[config.mk]
export PLATFORM = sky130hd
export DESIGN_NAME = card_cmd_parser
export DESIGN_NICKNAME = d
export VERILOG_FILES = /design/src/rtl/card_cmd_pkg.sv /design/src/rtl/idle_timer.sv /design/src/rtl/card_cmd_parser.sv
export SDC_FILE = /design/constraint.sdc
export NUM_CORES = 1
export LEC_CHECK = 0
export ABC_CLOCK_PERIOD_IN_PS = 4760
export BUFFER_PORTS_ARGS = -buffer_cell sky130_fd_sc_hd__buf_2
export CORE_MARGIN = 10
export CORE_UTILIZATION = 35
export CTS_CLUSTER_SIZE = 8
export DETAILED_ROUTE_END_ITERATION = 16
export GPL_TIMING_DRIVEN = 0
export PLACE_DENSITY = 0.56
export SETUP_SLACK_MARGIN = 0.05
export SYNTH_ARGS = -nofsm -noshare
export SYNTH_HDL_FRONTEND = slang
export SYNTH_SLANG_ARGS = --single-unit
[constraint.sdc]
create_clock -name clk_i -period 4.76 [get_ports clk_i]
set_input_delay 0.238 -clock clk_i [delete_from_list [all_inputs] [get_ports clk_i]]
set_output_delay 0.238 -clock clk_i [all_outputs]
set_load 0.005 [all_outputs]
[src/rtl/card_cmd_pkg.sv]
// Shared types and constants for the card command parser.
package card_cmd_pkg;

  typedef enum logic [2:0] {
    StIdle,
    StAddr,
    StIssueWr,
    StIssueRd,
    StWdata,
    StPad
  } state_e;

  localparam logic [1:0] ErrNone        = 2'd0;
  localparam logic [1:0] ErrBadOpcode   = 2'd1;
  localparam logic [1:0] ErrAddrTimeout = 2'd2;
  localparam logic [1:0] ErrDataTimeout = 2'd3;

  localparam logic [7:0] DefCmdWr = 8'h57;
  localparam logic [7:0] DefCmdRd = 8'h52;

endpackage

[src/rtl/idle_timer.sv]
// Inter-byte idle counter: pulses expire_o on the cycle the count sits at TIMEOUT_CYC-1
// while enabled, unless a clear arrives in the same cycle.
module idle_timer #(
  parameter int unsigned TIMEOUT_CYC = 50000000
) (
  input  logic clk_i,
  input  logic rst_i,
  input  logic en_i,
  input  logic clr_i,
  output logic expire_o
);

  localparam int unsigned CW = $clog2(TIMEOUT_CYC);
  localparam logic [CW-1:0] LastCnt = CW'(TIMEOUT_CYC - 1);

  logic [CW-1:0] cnt_q, cnt_d;

  assign expire_o = en_i & ~clr_i & (cnt_q == LastCnt);

  always_comb begin
    cnt_d = cnt_q;
    if (clr_i || expire_o) begin
      cnt_d = '0;
    end else if (en_i) begin
      cnt_d = cnt_q + 1'b1;
    end
  end

  always_ff @(posedge clk_i or posedge rst_i) begin
    if (rst_i) begin
      cnt_q <= '0;
    end else begin
      cnt_q <= cnt_d;
    end
  end

endmodule

[src/rtl/card_cmd_parser.sv]
// UART byte-stream to SD card request parser: opcode, big-endian address, write payload,
// with inter-byte timeout recovery that zero-pads an unfinished write block.
module card_cmd_parser
  import card_cmd_pkg::*;
#(
  parameter int unsigned ADDR_BYTES  = 4,
  parameter int unsigned BLOCK_LEN   = 512,
  parameter int unsigned TIMEOUT_CYC = 50000000,
  parameter logic [7:0]  CMD_WR      = DefCmdWr,
  parameter logic [7:0]  CMD_RD      = DefCmdRd
) (
  input  logic                    clk_i,
  input  logic                    rst_i,
  input  logic                    rx_stb_i,
  input  logic [7:0]              rx_dat_i,
  output logic                    rx_ack_o,
  output logic                    wr_stb_o,
  output logic [8*ADDR_BYTES-1:0] wr_addr_o,
  input  logic                    wr_ack_i,
  output logic                    wd_stb_o,
  output logic [7:0]              wd_data_o,
  input  logic                    wd_ack_i,
  output logic                    rd_stb_o,
  output logic [8*ADDR_BYTES-1:0] rd_addr_o,
  input  logic                    rd_ack_i,
  output logic                    err_stb_o,
  output logic [1:0]              err_code_o,
  output logic                    busy_o
);

  localparam int unsigned AW  = 8 * ADDR_BYTES;
  localparam int unsigned BcW = $clog2(BLOCK_LEN + 1);
  localparam int unsigned AcW = $clog2(ADDR_BYTES + 1);
  localparam logic [BcW-1:0] LastByte = BcW'(BLOCK_LEN - 1);
  localparam logic [AcW-1:0] LastAddr = AcW'(ADDR_BYTES - 1);

  state_e         state_q;
  logic           mode_wr_q;
  logic [AW-1:0]  addr_q, wr_addr_q, rd_addr_q;
  logic [AcW-1:0] acnt_q;
  logic [BcW-1:0] bcnt_q;
  logic           wr_stb_q, rd_stb_q, wd_stb_q, err_stb_q;
  logic [7:0]     wd_data_q;
  logic [1:0]     err_code_q;

  logic          rx_fire;
  logic [AW-1:0] addr_shift;
  logic          tmr_en, tmr_clr, tmr_expire;

  always_comb begin
    rx_ack_o = 1'b0;
    unique case (state_q)
      StIdle, StAddr: rx_ack_o = 1'b1;
      StWdata:        rx_ack_o = ~wd_stb_q;
      default:        rx_ack_o = 1'b0;
    endcase
  end

  assign rx_fire    = rx_stb_i & rx_ack_o;
  assign addr_shift = (addr_q << 8) | AW'(rx_dat_i);

  // Frozen (neither enabled nor cleared) while a payload byte waits on the card driver.
  assign tmr_en  = (state_q == StAddr) | ((state_q == StWdata) & ~wd_stb_q);
  assign tmr_clr = rx_fire | ~((state_q == StAddr) | (state_q == StWdata));

  idle_timer #(
    .TIMEOUT_CYC(TIMEOUT_CYC)
  ) u_idle_timer (
    .clk_i   (clk_i),
    .rst_i   (rst_i),
    .en_i    (tmr_en),
    .clr_i   (tmr_clr),
    .expire_o(tmr_expire)
  );

  always_ff @(posedge clk_i or posedge rst_i) begin
    if (rst_i) begin
      state_q    <= StIdle;
      mode_wr_q  <= 1'b0;
      addr_q     <= '0;
      wr_addr_q  <= '0;
      rd_addr_q  <= '0;
      acnt_q     <= '0;
      bcnt_q     <= '0;
      wr_stb_q   <= 1'b0;
      rd_stb_q   <= 1'b0;
      wd_stb_q   <= 1'b0;
      wd_data_q  <= '0;
      err_stb_q  <= 1'b0;
      err_code_q <= ErrNone;
    end else begin
      err_stb_q <= 1'b0;
      unique case (state_q)
        StIdle: begin
          if (rx_fire) begin
            if (rx_dat_i == CMD_WR || rx_dat_i == CMD_RD) begin
              mode_wr_q <= (rx_dat_i == CMD_WR);
              addr_q    <= '0;
              acnt_q    <= '0;
              state_q   <= StAddr;
            end else begin
              err_stb_q  <= 1'b1;
              err_code_q <= ErrBadOpcode;
            end
          end
        end
        StAddr: begin
          if (rx_fire) begin
            addr_q <= addr_shift;
            acnt_q <= acnt_q + 1'b1;
            if (acnt_q == LastAddr) begin
              if (mode_wr_q) begin
                wr_addr_q <= addr_shift;
                wr_stb_q  <= 1'b1;
                state_q   <= StIssueWr;
              end else begin
                rd_addr_q <= addr_shift;
                rd_stb_q  <= 1'b1;
                state_q   <= StIssueRd;
              end
            end
          end else if (tmr_expire) begin
            err_stb_q  <= 1'b1;
            err_code_q <= ErrAddrTimeout;
            state_q    <= StIdle;
          end
        end
        StIssueWr: begin
          if (wr_ack_i) begin
            wr_stb_q <= 1'b0;
            bcnt_q   <= '0;
            state_q  <= StWdata;
          end
        end
        StIssueRd: begin
          if (rd_ack_i) begin
            rd_stb_q <= 1'b0;
            state_q  <= StIdle;
          end
        end
        StWdata: begin
          if (wd_stb_q) begin
            if (wd_ack_i) begin
              wd_stb_q <= 1'b0;
              bcnt_q   <= bcnt_q + 1'b1;
              if (bcnt_q == LastByte) state_q <= StIdle;
            end
          end else if (rx_fire) begin
            wd_data_q <= rx_dat_i;
            wd_stb_q  <= 1'b1;
          end else if (tmr_expire) begin
            wd_data_q <= 8'h00;
            wd_stb_q  <= 1'b1;
            state_q   <= StPad;
          end
        end
        StPad: begin
          // Zero bytes are re-offered back to back until the block is complete.
          if (wd_ack_i) begin
            bcnt_q <= bcnt_q + 1'b1;
            if (bcnt_q == LastByte) begin
              wd_stb_q   <= 1'b0;
              err_stb_q  <= 1'b1;
              err_code_q <= ErrDataTimeout;
              state_q    <= StIdle;
            end
          end
        end
        default: state_q <= StIdle;
      endcase
    end
  end

  assign wr_stb_o   = wr_stb_q;
  assign wr_addr_o  = wr_addr_q;
  assign rd_stb_o   = rd_stb_q;
  assign rd_addr_o  = rd_addr_q;
  assign wd_stb_o   = wd_stb_q;
  assign wd_data_o  = wd_data_q;
  assign err_stb_o  = err_stb_q;
  assign err_code_o = err_code_q;
  assign busy_o     = (state_q != StIdle);

endmodule

==> flow_summary.yaml, run 1 <==
synth:
  synthFlopType: "dfrtp_1"
  ys_types: 54
  syn_inst: 494
  yosys_warnings: 0
  ys_async_sr_fraction: 1.00
  ys_seq_area_frac: 0.585
  syn_area_per_cell_um2: 12.6
  synth_edf_count: 0
  syn_nets: 512
  mappedNetlistArea_mm2: 0.00620
  ys_ff_latch: 145
timing:
  fin_crit_ns: 2.36
  fin_crit_sh: 0.496
  hold_viol: 0
  setup_viol: 0
  slew_viol_final: 0
  fmax_mhz: 424
  relSlewSlack: 0.572
  tightestPinTransition_ns: 0.637
  fin_skew_ns: 0.00804
  rsz0062_at_grt: "false"
  setup_tns_ns: 0
setup_path:
  crit_chain: "buf_4 -> nand2b_1 -> nor3_4 -> nand3_1 -> clkbuf_1 -> mux2_2"
  cp_max_fo: 10
  cp.required_ns: 5.06
  ff2ff_setup_slack_ns: 2.40
  r2r-start: "state_q[2]"
  critPathLaunchType: "flop"
  critPathLaunch: "state_q[2]"
  critPathKind: "flop to flop"
  endpoint_kind: "flop"
  arrival_ns: 2.66
  slowest_delay_ns: 0.40
  critPathSlowestCell: "clkbuf_1"
routing:
  drtIter0Drc: 238
  drcViolationCount: 0
  drt_wl_total_um: 15100
  vias: 4294
  wl_per_cell_um: 17.8
  first_pass_iters: 4
  vias_per_cell: 5.08
  drtAntennaViolNets: 0
placed_design:
  place_inst: 813
  dpl_cell_area_mm2: 0.00698
  port-buffer-count: 93
  gp_congestion: 0.820
  dp_hpwl_um: 10900
clock_network:
  clock_latency_ns: 0.41
  post-cts-setup-buffers: 0
  clk_pin_slew_worst_paths_ns: 0.06
  clock_path_buffers: 2
  numClockSinks: 145
  cts_resized: 0
  ctsHoldBuffers: 1
  tritoncts: "done"
  cts_made_buffers: 17
  htreeDepth: 4
  cts-root-buf: "clkbuf_16"
finish:
  final_area_mm2: 0.00759
  fillCellCount: 1642
  layout.cells.non_filler: 846
  num_antenna_cells: 0
  final-seq-area_mm2: 0.00363
  multi_input_area_mm2: 0.00242
  final_util: 0.437
  syn_to_final_growth_pct: 22.4
  drive_gt1_frac: 0.341
  layout.nets: 626
floorplanning:
  die_x_um: 153
  die_area_mm2: 0.0234
  dieHeight_um: 153
  pin_count: 94
  rows: 48
  coreArea_mm2: 0.0174
  start_util: 0.357
global_route:
  grt_pass1_wl_um: 25100
  antenna_found_initial: 0
  grt_pass1_vias: 4453
  gr-usage-all-layers: 0.132
  grt_max_degree: 96
  grt-ovfl-total: 0
flow_run:
  maxCapViolCount: 0
hold_path:
  hold_start: "rx_dat_i[5]"
  hp-class: "primary input to flop"
pwr:
  power_mw: 3.92
  power_density_mw_per_mm2: 516
  worst_ir_drop_vdd_uv: 304
  p_leak_nw: 3.73
status:
  status: "finished, final reports clean"
Yosys cell counts (2+ instances only):
master | number | area, um2
nor3_1 | 7 | 35.0
nand2_1 | 25 | 93.8
nand4_1 | 12 | 75.1
a21oi_1 | 9 | 45.0
mux2_2 | 65 | 732
buf_2 | 3 | 15.0
xnor2_1 | 8 | 70.1
a22o_1 | 33 | 289
buf_6 | 5 | 56.3
inv_1 | 8 | 30.0
o21ai_0 | 16 | 80.1
and2_1 | 5 | 31.3
nand3_1 | 13 | 65.1
o22ai_1 | 2 | 12.5
clkbuf_1 | 11 | 41.3
mux2i_1 | 2 | 20.0
a2111oi_0 | 2 | 17.5
nand2b_1 | 3 | 18.8
nor4bb_1 | 2 | 20.0
dfrtp_1 | 145 | 3630
nor4b_1 | 2 | 17.5
nand3b_1 | 4 | 30.0
and4_1 | 5 | 43.8
nor2_1 | 44 | 165
nor2b_1 | 2 | 12.5
or3_1 | 4 | 25.0
buf_4 | 2 | 15.0
xor2_1 | 24 | 210
and3_1 | 3 | 18.8
ha_1 | 4 | 50.1
critical path, delay by kind of cell, from the launching register on:
family / cells / cell delay (ns)
DFF: 1 / 0.36
and+or+nand+nor: 3 / 0.96
muxes: 1 / 0.37
buffers and inverters: 2 / 0.56
final timing paths:
check	to	cells after the start
max	wr_addr_o[7]	6
min	addr_q[5]	2
max reg2reg	wr_addr_o[7]	6
min reg2reg	err_code_o[1]	2
max in group asynchronous	wr_addr_o[7]	4
min in group asynchronous	rd_addr_o[29]	3
flip-flops by register name, summed over array words and instances (netlist names), 2 cells and up:
signal	count
rd_addr_o	32
state_q	3
u_idle_timer.cnt_q	26
wd_data_o	8
acnt_q	3
bcnt_q	10
addr_q	24
wr_addr_o	32
err_code_o	2
logic make-up (layout without fill, tap and decap cells):
family,Yosys count,count (layout),share of synthesized area
adders and majority gates,4,4,0.00807
muxes,67,67,0.121
AOI/OAI and AO/OA,72,72,0.0871
and+or+nand+nor,145,145,0.128
buffers and inverters,29,156,0.0254
DFF,145,145,0.585
xor gates and xnor gates,32,32,0.0452
metrics by stage:
step | hold WS [ns] | worst slack, ns
2_1_floorplan | 0.365 | 0.627
3_3_place_gp | 0.465 | -0.921
3_5_place_dp | 0.325 | 2.38
4_1_cts | 0.105 | 2.37
5_1_grt | 0.117 | 2.20
6_report | 0.126 | 2.40
area by class of cell:
type                       instances  area share
sequential                       145       0.478
multi-input combinational        320       0.318
timing repair buffer              95      0.0663
clock buffer                      20      0.0615
tap                              225      0.0371
clock inverter                    12      0.0173
buffer                            21      0.0168
inverter                           8     0.00462
metal layers:
metal,GRT usage,up-vias,part of all wire
met5,0,-,0
met2,0.206,88,0.48
met3,0.0365,14,0.047
met1,0.170,2168,0.46
li1,-,2024,-
met4,0.0518,0,0.012
cells in the final DEF (no fill, tap or decap), types with 3 or more instances in the layout:
master,n
and4_1,5
nor3_1,7
a21oi_1,9
or3_1,4
buf_6,5
a22o_1,33
and2_1,5
clkbuf_1,11
clkbuf_8,3
nand2_1,25
buf_2,96
xnor2_1,8
nor2_1,44
dfrtp_1,145
o21ai_0,16
ha_1,4
nand2b_1,3
xor2_1,24
mux2_2,65
inv_1,7
nand3_1,13
and3_1,3
nand4_1,12
clkinvlp_4,4
clkinv_2,3
nand3b_1,4
clkbuf_16,17
power by group:
part | switching [mW] | internal, mW
Clock | 0.506 | 0.813
Combinational | 0.475 | 0.424
Sequential | 0.207 | 1.49
Total | 1.19 | 2.73
Note: power is estimated with default switching activity, not from simulation.
==> run 2: changes to the inputs <==
ABC_AREA = 1   (was default)
ABC_CLOCK_PERIOD_IN_PS = 1990   (was 4760)
PLACE_DENSITY = 0.58   (was 0.56)
clock period = 1.99 ns   (was 4.76 ns; I/O delays follow)
==> flow_summary.yaml, run 2 <==
status:
  status: "finished with violations"
  violations: "negative hold slack"
floorplanning:
  dieHeight_um: 158
  rows: 50
  coreArea_mm2: 0.0188
  start_util: 0.356
  die_x_um: 158
  die_area_mm2: 0.0250
  pin_count: 94
synth:
  ys_types: 34
  yosysTopAreaCell: "dfrtp_1"
  syn_area_per_cell_um2: 8.42
  ys_seq_area_frac: 0.543
  ys_async_sr_fraction: 1.00
  ys_top_cells_by_area: "dfrtp_1, nand2_1, o21ai_0"
  synth_edf_count: 0
  synth_common_cells: "nand2_1, dfrtp_1, inv_1"
  synth_most_common_cell: "nand2_1"
  yosys_warnings: 0
  syn_nets: 812
  yosysTopAreaCellShare: 0.543
  mappedNetlistArea_mm2: 0.00669
  ys_ff_latch: 145
  syn_inst: 794
  synthFlopType: "dfrtp_1"
clock_network:
  cts_made_buffers: 17
  cts-root-buf: "clkbuf_16"
  htreeDepth: 4
  clock_path_buffers: 2
  clk_pin_slew_worst_paths_ns: 0.06
  clock_latency_ns: 0.43
  numClockSinks: 145
  tritoncts: "done"
finish:
  fillCellCount: 1879
  final_util: 0.437
  syn_to_final_growth_pct: 22.7
  layout_common_cells: "nand2_1, dfrtp_1, buf_2"
  layout.nets: 935
  layout_commonest_cell: "nand2_1"
  layout.cells.non_filler: 1166
  drive_gt1_frac: 0.196
pwr:
  power_density_mw_per_mm2: 1330
  pwr-share-seq: 0.393
  p_leak_nw: 4.13
  switching_power_mw: 4.06
  swShare: 0.372
  intPower_mw: 6.86
  worst_ir_drop_vdd_uv: 686
  power_frac_clock: 0.281
  comb_power_share: 0.326
setup_path:
  r2r-start: "state_q[2]"
  endpoint_kind: "flop"
  critPathLaunch: "state_q[2]"
  cp_max_fo: 10
  critPathKind: "flop to flop"
  critPathLaunchType: "flop"
  ff2ff_setup_slack_ns: 0.18
  cp.required_ns: 2.28
  arrival_ns: 2.11
  ff2ff_path_depth: 7
  r2r-end: "rd_stb_o"
timing:
  whs_ns: -0.000542
  fin_crit_ns: 1.81
  slew_viol_final: 0
  setup_ws_ns: 0.176
  relSlewSlack: 0.636
  rsz0062_at_grt: "true"
  hold_viol: 1
  fin_skew_ns: 0.0123
  setup_viol: 0
  fmax_mhz: 551
  setup_tns_ns: 0
  tightestPinTransition_ns: 0.547
  fin_crit_sh: 0.911
hold_path:
  hold_start: "rx_dat_i[0]"
  hp-class: "primary input to flop"
  holdPathStages: 3
  worstHoldEndpoint: "mode_wr_q"
routing:
  drt_wl_total_um: 18700
  drcViolationCount: 0
  vias: 5625
  first_pass_iters: 4
  wl_per_cell_um: 16.0
  drtIter0Drc: 362
  vias_per_cell: 4.82
  drtAntennaViolNets: 0
global_route:
  grt_max_degree: 42
  grt_pass1_wl_um: 30500
  gr-usage-all-layers: 0.155
  grt_pass1_vias: 5675
  antenna_found_initial: 2
  grt-ovfl-total: 0
placed_design:
  dp_hpwl_um: 13700
  port-buffer-count: 92
  place_ws_ns: -0.0725
  place_inst: 1124
  gp_congestion: 0.873
flow_run:
  maxCapViolCount: 0
run 2: changes by cell type after synthesis, moves of 11 or more:
| cell | delta |
|---|---|
| mux2_2 | -65 |
| nand2_1 | +189 |
| a22o_1 | -33 |
| xor2_1 | -11 |
| o22ai_1 | +23 |
| o21ai_0 | +62 |
| nand3_1 | +34 |
| nor2_1 | +22 |
| inv_1 | +88 |
| nor3_1 | +11 |
run 2: worst max-delay path: stages, from the launching register on:
cell	delay, ns
dfrtp_1	0.51
inv_2	0.14
nand2_4	0.18
nor2_1	0.08
nand3_1	0.08
buf_2	0.24
buf_2	0.31
o21ai_0	0.14
run 2: layer usage:
| layer | vias to the layer above | wire length [um] | global-route usage |
|---|---|---|---|
| li1 | 2801 | - | - |
| met1 | 2704 | 8850 | 0.202 |
| met2 | 106 | 8590 | 0.241 |
| met3 | 14 | 1000 | 0.0464 |
| met4 | 0 | 210 | 0.0490 |
| met5 | - | 0 | 0 |
run 2: worst max path at each step:
stage                                  end  slack [ns]  depth (start not counted)
floorplan                        acnt_q[0]        0.07                          1
global placement    u_idle_timer.cnt_q[17]       -0.96                          2
detailed placement  u_idle_timer.cnt_q[13]       -0.07                          9
CTS                 u_idle_timer.cnt_q[19]        0.06                         11
global route                      rd_stb_o        0.03                          7
finish                            rd_stb_o        0.18                          7
run 2: final cells by class:
| cell class | count | area [um2] | share of cell area |
|---|---|---|---|
| repair buffers | 104 | 608 | 0.0741 |
| plain buffers | 26 | 153 | 0.0186 |
| clock buffers | 22 | 454 | 0.0554 |
| diodes | 2 | 5.00 | 0.000610 |
| multi-input cells | 522 | 2570 | 0.314 |
| flip-flops and latches | 145 | 3630 | 0.443 |
| inverters | 101 | 385 | 0.0470 |
| clock inverters | 10 | 103 | 0.0125 |
| well taps | 234 | 293 | 0.0357 |
run 2: stage by stage:
step           instance area (um2)  power (mW)
3_5_place_dp                  7520        7.84
5_1_grt                       8200        11.7
2_1_floorplan                 6690        6.43
3_3_place_gp                  7440        7.78
4_1_cts                       8120        11.0
6_report                      8200        10.9
run 2: kinds of logic (layout without fill, tap and decap cells):
kind of cell	after synthesis	after routing	share of synthesized area
flops	145	145	0.543
buf+inv	127	263	0.0786
simple gates	379	379	0.252
fa+ha+maj	4	4	0.00749
compound gates	125	125	0.101
xor+xnor	14	14	0.0183
other cells	0	2	0
run 2: repair_timing:
action,4_1_cts,5_1_grt
gates resized for setup,5,13
hold buffers,3,0
setup endpoints to repair,31,60
pin swaps,0,1
hold endpoints to repair,40,0
setup buffers,0,5
run 2: power by group through the flow:
stage / Clock, mW / Combinational [mW] / Sequential (mW)
2_1_floorplan: 0 / 2.14 / 4.29
3_3_place_gp: 0 / 3.47 / 4.31
3_5_place_dp: 0 / 3.53 / 4.31
4_1_cts: 3.12 / 3.57 / 4.27
5_1_grt: 3.24 / 4.04 / 4.39
6_report: 3.07 / 3.56 / 4.29
